## config.mk

```make
export PLATFORM = sky130hd
export DESIGN_NAME = sb_arbiter
export DESIGN_NICKNAME = d
export VERILOG_FILES = /design/src/rtl/sb_arbiter.sv
export SDC_FILE = /design/constraint.sdc
export NUM_CORES = 1
export LEC_CHECK = 0
export BUFFER_PORTS_ARGS = -buffer_cell sky130_fd_sc_hd__buf_4
export CAP_MARGIN = 0
export CORE_MARGIN = 2
export CORE_UTILIZATION = 30
export DETAILED_ROUTE_END_ITERATION = 7
export PLACE_DENSITY = 0.64
export SYNTH_ARGS = -nofsm -noshare
export SYNTH_HDL_FRONTEND = slang
export SYNTH_SLANG_ARGS = --single-unit
export TNS_END_PERCENT = 1
```

## constraint.sdc

```tcl
create_clock -name clk -period 2.75 [get_ports clk]
set_input_delay 0.275 -clock clk [delete_from_list [all_inputs] [get_ports clk]]
set_output_delay 0.275 -clock clk [all_outputs]
set_load 0.01 [all_outputs]
```

## src/rtl/sb_arbiter.sv

```systemverilog
// Round-robin arbiter sharing one simple_bus slave among N_M masters.
// Owns slave req/start, muxes the owner's fields, and revokes grants that stall.
module sb_arbiter #(
    parameter int N_M     = 4,
    parameter int ADDR_W  = 8,
    parameter int DATA_W  = 8,
    parameter int TIMEOUT = 16
) (
    input  logic                     clk,
    input  logic                     rst_n,
    input  logic [N_M-1:0]           m_req,
    input  logic [N_M-1:0]           m_start,
    input  logic [N_M*ADDR_W-1:0]    m_addr,
    input  logic [N_M*2-1:0]         m_mode,
    input  logic [N_M*DATA_W-1:0]    m_wdata,
    output logic [N_M-1:0]           m_gnt,
    output logic [N_M-1:0]           m_rdy,
    output logic [DATA_W-1:0]        m_rdata,
    output logic                     s_req,
    input  logic                     s_gnt,
    output logic                     s_start,
    output logic [ADDR_W-1:0]        s_addr,
    output logic [1:0]               s_mode,
    output logic [DATA_W-1:0]        s_wdata,
    input  logic                     s_rdy,
    input  logic [DATA_W-1:0]        s_rdata,
    output logic                     timeout
);

    localparam int OW  = (N_M > 1) ? $clog2(N_M) : 1;
    localparam int WCW = (TIMEOUT > 1) ? $clog2(TIMEOUT) : 1;
    localparam logic [WCW-1:0] WC_LAST  = WCW'((TIMEOUT > 0) ? (TIMEOUT - 1) : 0);
    localparam logic [OW-1:0]  LAST_RST = OW'(N_M - 1);

    typedef enum logic [1:0] {
        IDLE  = 2'd0,
        GRANT = 2'd1,
        BUSY  = 2'd2
    } state_t;

    state_t             state_r, state_s;
    logic [OW-1:0]      owner_r, owner_s;
    logic [OW-1:0]      last_r, last_s;
    logic [WCW-1:0]     wcnt_r, wcnt_s;
    logic [N_M-1:0]     gnt_s;
    logic               sreq_s;
    logic               to_s;
    logic               win_found_s;
    logic [OW-1:0]      win_idx_s;

    // First set request bit scanning upward from ptr+1, wrapping; MSB flags a hit.
    function automatic logic [OW:0] rr_pick(input logic [N_M-1:0] req, input logic [OW-1:0] ptr);
        logic          found;
        logic [OW-1:0] win;
        logic [OW-1:0] idx;
        found = 1'b0;
        win   = {OW{1'b0}};
        for (int i = 1; i <= N_M; i++) begin
            idx = OW'((int'(ptr) + i) % N_M);
            if (!found && req[idx]) begin
                found = 1'b1;
                win   = idx;
            end
        end
        return {found, win};
    endfunction

    // Owner field muxes and broadcast read data.
    assign s_addr  = m_addr[owner_r*ADDR_W +: ADDR_W];
    assign s_mode  = m_mode[owner_r*2 +: 2];
    assign s_wdata = m_wdata[owner_r*DATA_W +: DATA_W];
    assign m_rdata = s_rdata;

    // Combinational start forwarding and completion routing.
    always_comb begin
        s_start = 1'b0;
        m_rdy   = {N_M{1'b0}};
        if (state_r == GRANT) begin
            s_start = m_start[owner_r] & s_gnt;
        end else if (state_r == BUSY) begin
            m_rdy[owner_r] = s_rdy;
        end else begin
            s_start = 1'b0;
        end
    end

    // Round-robin winner for the next grant.
    always_comb begin
        {win_found_s, win_idx_s} = rr_pick(m_req, last_r);
    end

    // Next-state and next registered-output logic.
    always_comb begin
        state_s = state_r;
        owner_s = owner_r;
        last_s  = last_r;
        wcnt_s  = wcnt_r;
        gnt_s   = m_gnt;
        sreq_s  = s_req;
        to_s    = 1'b0;
        case (state_r)
            IDLE: begin
                if (win_found_s) begin
                    state_s = GRANT;
                    owner_s = win_idx_s;
                    gnt_s   = {{(N_M-1){1'b0}}, 1'b1} << win_idx_s;
                    sreq_s  = 1'b1;
                    wcnt_s  = {WCW{1'b0}};
                end else begin
                    gnt_s   = {N_M{1'b0}};
                    sreq_s  = 1'b0;
                end
            end
            GRANT: begin
                // Forwarded start beats a request drop, which beats the timeout.
                if (s_start) begin
                    state_s = BUSY;
                    wcnt_s  = {WCW{1'b0}};
                end else if (!m_req[owner_r]) begin
                    state_s = IDLE;
                    gnt_s   = {N_M{1'b0}};
                    sreq_s  = 1'b0;
                    last_s  = owner_r;
                end else if ((TIMEOUT != 0) && (wcnt_r == WC_LAST)) begin
                    state_s = IDLE;
                    gnt_s   = {N_M{1'b0}};
                    sreq_s  = 1'b0;
                    last_s  = owner_r;
                    to_s    = 1'b1;
                end else begin
                    wcnt_s  = wcnt_r + WCW'(1);
                end
            end
            BUSY: begin
                if (s_rdy) begin
                    state_s = IDLE;
                    gnt_s   = {N_M{1'b0}};
                    sreq_s  = 1'b0;
                    last_s  = owner_r;
                end else begin
                    state_s = BUSY;
                end
            end
            default: begin
                state_s = IDLE;
                gnt_s   = {N_M{1'b0}};
                sreq_s  = 1'b0;
            end
        endcase
    end

    // State, pointers and registered outputs.
    always_ff @(posedge clk or negedge rst_n) begin
        if (!rst_n) begin
            state_r <= IDLE;
            owner_r <= {OW{1'b0}};
            last_r  <= LAST_RST;
            wcnt_r  <= {WCW{1'b0}};
            m_gnt   <= {N_M{1'b0}};
            s_req   <= 1'b0;
            timeout <= 1'b0;
        end else begin
            state_r <= state_s;
            owner_r <= owner_s;
            last_r  <= last_s;
            wcnt_r  <= wcnt_s;
            m_gnt   <= gnt_s;
            s_req   <= sreq_s;
            timeout <= to_s;
        end
    end

endmodule

```

==> impl_results.md, run 1 <==
* Clock transition at path regs at 70 ps
* DRC Markers at 0
* Sw power at 0.836 mW
* RSZ-0062 raised after global routing: no
* Vias at 1534
* Slew @ Worst Pin at 436 ps
* Largest net degree at the start of global routing at 24
* Total CTS buffers at 3
* CTS tree: done
* Pre-Repair DR Iteration Count at 4
* Detail Route Antenna Nets at 0
* Hold Path Class: in2async
* Required time of the critical path at 2480 ps
* I/O pins at 129
* Slew Limit Fails at 0
* Most frequent cell after synthesis: mux4_2
* Worst R2R End: s_req$_DFFE_PN0P_
* Layout cell share with drive strength beyond 1 at 60.7%
* CTS H-tree lvls at 1
* Skew final at 5.23 ps
* Top post-synthesis cells by count: mux4_2 (18), dfrtp_1 (14), inv_1 (9), nand2_1 (9), buf_4 (8)
* Via-per-instance ratio at 4.92
* Die ar. at 5730 µm²
* Met3 WL at 502 µm
* # setup viols final at 0
* Hold Slack at 422 ps
* Share of the synthesized area in the top cell type at 26.3%
* Worst vdd ir at 0.401 mV
* Antenna violations before repair at 0
* M1 WL at 1830 µm
* Core area at 5040 µm²
* Synthesized area per cell at 11.3 µm²
* Leakage at 1.17 nW
* Sequential power share at 20.1%
* Initial Util at 30.6%
* Syn Nets at 234
* Crit path buf inv count at 2
* Mapped Area at 1540 µm²
* Rows at 26
* Drt wl/cell at 15.7 µm
* Vias in the first global route at 1501
* Number of flops mapped to enable cells by yosys at 0
* Period utilisation layout at 72.4%
* Comb pwr share at 71.2%
* GRT Total Usage at 16.2%
* Synth area leaders: mux4_2 (26%), dfrtp_1 (23%), ha_1 (4.1%)
* Port buffer count at 112
* WL met2 at 2530 µm
* Fin crit period at 1990 ps
* Highest metal used: met4
* Fraction of registers with async set or reset after synthesis at 100%
* Outcome: completed
* Count of cells resized by post-cts repair at 0
* Power Density at 854 nW/µm²
* CTS Sinks at 16
* First-pass GRT wire length at 7040 µm
* Crit Path Class: reg2out
* Leading area contributor after synthesis: mux4_2
* Area Overhead vs Synth at 59.3%
* Diodes inserted at 0
* Slowest CP cell: mux4_1
* Final #Nets at 340
* Slew margin rel. at 70.6%
* CTS max path bufs at 2
* Pint at 1.26 mW
* Clk Latency, worst-skew pair at 250 ps
* Max Clk Rate at 502 MHz
* CP endpoint kind: primary output
* Hold Vio Cnt, Final at 0
* Worst path arrival time at 1720 ps
* Register-to-Register Path Depth at 5
* Post-synthesis cell type count at 43
* CTS root buf: clkbuf_8
* Worst R2R Start: owner_r[0]$_DFFE_PN0P_
* Synth warnings at 0
* Delay-heaviest family, CP: multiplexers
* Maxcap violations at 0
* Crit Path Max Fanout at 14
* Routability congestion estimate at 0.850
* Sw frac at 39.9%
* Clock power share at 8.7%
* Setup TNS at 0 ps
* Die width at 75.7 µm
* CP most frequent cell: buf_4
* Top FF cell, synth: dfrtp_1
* Grt ovf at 0
* Critical path cell sequence: buf_4, mux4_1, buf_4
* Startpoint Class: flop
* Hpwl dp at 4120 µm
* Initial DRC Count at 25
* Reg2reg setup slack at 790 ps
* Yosys reg bits at 16
* Die Y at 75.7 µm
* Seq/Total Area, Yosys at 26.1%
* Post-Route WL at 4900 µm
* Mapped Cells at 137
* Crit path largest cell delay at 630 ps
-- kinds of logic (layout without fill, tap and decap cells) --
family	count (synthesis)	in the layout	synth area share, %
AO/OA/AOI/OAI	32	32	15.9
AND/OR/NAND/NOR	33	33	11.2
buffers and inverters	25	130	8.68
flip-flops	16	16	26.1
adder cells (fa/ha/maj)	5	5	4.06
multiplexers	26	26	34.0
-- cell usage in the layout, fill, tap and decap left out, types with 4 or more instances in the layout --
cell type and count:
inv_1 9, nand2_1 9, ha_1 5, o32ai_1 4, nor2_1 6, mux2_2 4, o21ai_0 7, dfrtp_1 14
a21oi_1 4, buf_4 116, mux4_2 18, nand2b_1 4
-- sequential cells by signal, indices dropped and copies added (netlist names) --
| signal | flops |
|---|---|
| state_r | 2 |
| s_req | 1 |
| timeout | 1 |
| last_r | 2 |
| wcnt_r | 4 |
| owner_r | 2 |
| m_gnt | 4 |
-- power groups by stage --
| stage | Combinational [mW] | Clock [mW] | Sequential, mW |
|---|---|---|---|
| 6_report | 1.49 | 0.183 | 0.421 |
| 4_1_cts | 1.51 | 0.187 | 0.423 |
| 3_5_place_dp | 1.51 | 0 | 0.425 |
| 2_1_floorplan | 1.00 | 0 | 0.404 |
| 5_1_grt | 1.63 | 0.199 | 0.439 |
| 3_3_place_gp | 1.49 | 0 | 0.425 |
-- layout make-up --
cell class | count | area, µm²
clock buffers | 4 | 45.0
fillers | 464 | 2590
flip-flops and latches | 16 | 403
multi-input cells | 96 | 1000
repair buffers | 117 | 881
well taps | 70 | 87.6
inverters | 9 | 33.8
-- layer usage --
| layer | track usage [%] | vias up |
|---|---|---|
| met5 | 0 | - |
| met1 | 18.6 | 721 |
| li1 | - | 739 |
| met3 | 3.31 | 4 |
| met4 | 2.92 | 0 |
| met2 | 31.0 | 70 |
-- metrics by stage --
step,std cells,util (%),area [µm²],setup slack (ps),power (mW)
CTS,312,48.7,2450,714,2.12
detailed placement,307,47.6,2400,775,1.93
global placement,307,47.6,2400,803,1.92
global route,312,48.7,2450,642,2.27
floorplan,137,-,1540,831,1.41
finish,312,48.7,2450,759,2.10
-- worst max path at each step --
stage | depth (start not counted) | endpoint | slack (ps) | from
3_5_place_dp | 5 | s_req$_DFFE_PN0P_ | 780 | owner_r[0]$_DFFE_PN0P_
3_3_place_gp | 5 | s_req$_DFFE_PN0P_ | 800 | owner_r[0]$_DFFE_PN0P_
6_report | 3 | s_addr[6] | 760 | owner_r[0]$_DFFE_PN0P_
4_1_cts | 3 | s_addr[6] | 710 | owner_r[0]$_DFFE_PN0P_
2_1_floorplan | 5 | s_req$_DFFE_PN0P_ | 830 | owner_r[1]$_DFFE_PN0P_
5_1_grt | 3 | s_addr[6] | 640 | owner_r[0]$_DFFE_PN0P_
-- timing repair --
action	CTS	global route
hold buffers	1	0
hold endpoints to repair	14	0
buffers inserted	0	0
No activity file was read; power rests on OpenSTA's default activity.
==> run 2: changes to the inputs <==
clock period = 1.95 ns   (was 2.75 ns; I/O delays follow)
==> run 2 against run 1 <==
Net effect: first-iteration DRC count shrank 12%; core utilization grew 0.94 points; sequential cell count is the same; register-to-register slack lost 730 ps; largest power group unchanged.
==> impl_results.md, run 2 (synthesis results as in run 1) <==
* Die width at 75.7 µm
* Max Clk Rate at 529 MHz
* # fillers at 497
* # setup viols final at 0
* Hpwl dp at 4010 µm
* Crit path buf inv count at 0
* CTS root buf: clkbuf_8
* Power Density at 1240 nW/µm²
* Slew Limit Fails at 0
* Vias at 1591
* Most frequent cells in the layout: buf_4 (118), mux4_2 (18), dfrtp_1 (14)
* Clk Latency, worst-skew pair at 260 ps
* Fin crit period at 1890 ps
* CTS Sinks at 16
* Setup TNS at 0 ps
* RSZ-0062 raised after global routing: no
* Slew @ Worst Pin at 483 ps
* Core area at 5040 µm²
* GRT busiest layer: met2
* Startpoint Class: flop
* GRT Total Usage at 16.2%
* Antenna violations before repair at 0
* Met2 Resource Use GR at 29.4%
* Required time of the critical path at 2090 ps
* Maxcap violations at 0
* Met3 Use GR at 3.84%
* Hold Vio Cnt, Final at 0
* Pre-Repair DR Iteration Count at 4
* DRC Markers at 0
* Skew final at 1.41 ps
* Slew margin rel. at 67.4%
* Area Overhead vs Synth at 62.3%
* Vias in the first global route at 1531
* CTS tree: done
* Detail Route Antenna Nets at 0
* Crit Path Class: reg2reg
* Clock transition at path regs at 70 ps
* Period utilisation layout at 97.0%
* CTS H-tree lvls at 1
* Initial Util at 30.6%
* Grt ovf at 0
* Via-per-instance ratio at 5.05
* Rows at 26
* CP endpoint kind: flop
* Die Y at 75.7 µm
* Critical path cell sequence: mux4_2, a22o_4, a21oi_4, mux2_1
* Diodes inserted at 0
* Hold Path Class: in2async
* Largest net degree at the start of global routing at 26
* Commonest non-fill, non-tap cell in the layout: buf_4
* Leakage at 1.19 nW
* Total CTS buffers at 3
* Initial DRC Count at 22
* Delay-heaviest family, CP: multiplexers
* Outcome: completed
* Crit path largest cell delay at 570 ps
* I/O pins at 129
* Power Total at 3.10 mW
* First-pass GRT wire length at 6980 µm
* Die ar. at 5730 µm²
* Slowest CP cell: mux4_2
* Final #Nets at 343
* Routability congestion estimate at 0.775
* Layout cell share with drive strength beyond 1 at 62.0%
* Worst vdd ir at 0.673 mV
* Post-Route WL at 4870 µm
* Worst path arrival time at 2030 ps
* Drt wl/cell at 15.4 µm
* Port buffer count at 112
* CTS max path bufs at 2
* GR Util met1 at 18.4%
* Crit Path Max Fanout at 4
* Largest registers: m_gnt (4), wcnt_r (4)
==> run 2: timing repair <==
action	CTS	global route
hold endpoints to repair	14	0
endpoints found under the setup margin	0	3
hold buffers	1	0
buffers inserted	0	0
gates resized for setup	0	2
==> run 2: worst register-to-register path, stage by stage, from the launching register on <==
cell     delay, ps
dfrtp_1        410
mux4_2         570
a22o_4         310
a21oi_4        150
mux2_1         330
==> run 2: metrics by stage <==
stage / hold slack (ps) / utilization, % / std cells / area [µm²] / setup WS (ps)
3_5_place_dp: 69.3 / 48.3 / 310 / 2430 / 76.1
6_report: 336 / 49.6 / 315 / 2500 / 58.5
2_1_floorplan: -101 / - / 137 / 1540 / 31.1
5_1_grt: 362 / 49.6 / 315 / 2500 / 1.35
4_1_cts: 336 / 49.6 / 315 / 2500 / 57.7
3_3_place_gp: 73.0 / 48.3 / 310 / 2430 / 87.8
==> run 2: where the power goes <==
| group | internal (mW) | switching [mW] | leakage [nW] |
|---|---|---|---|
| Sequential | 0.480 | 0.114 | 0.205 |
| Clock | 0.180 | 0.126 | 0.0288 |
| Combinational | 1.23 | 0.970 | 0.956 |
| Total | 1.89 | 1.21 | 1.19 |
==> run 2: layout make-up <==
type	count	area (µm²)	area share [%]
tap	70	87.6	3.50
sequential	16	403	16.1
inverter	9	33.8	1.35
timing repair buffer	120	916	36.6
multi-input combinational	96	1010	40.3
clock buffer	4	55.1	2.20
==> run 2: final timing paths <==
kind                                             start               endpoint  slack, ps  cells past startpoint
worst max-delay path            owner_r[0]$_DFFE_PN0P_      s_req$_DFFE_PN0P_         60                      4
worst min-delay path                             rst_n   m_gnt[0]$_DFFE_PN0P_        340                      2
worst min register to register       s_req$_DFFE_PN0P_      s_req$_DFFE_PN0P_        500                      1
min in group clk                              m_req[0]   m_gnt[3]$_DFFE_PN0P_        370                      3
worst max register to register  owner_r[0]$_DFFE_PN0P_      s_req$_DFFE_PN0P_         60                      4
max in group asynchronous                        rst_n  last_r[0]$_DFFE_PN1P_       1360                      2
==> run 2: layer usage <==
metal  vias up  share of wire (%)
met2        71                 49
met3         7                 11
met4         0                1.8
li1        741                  -
met1       772                 38
met5         -                  0
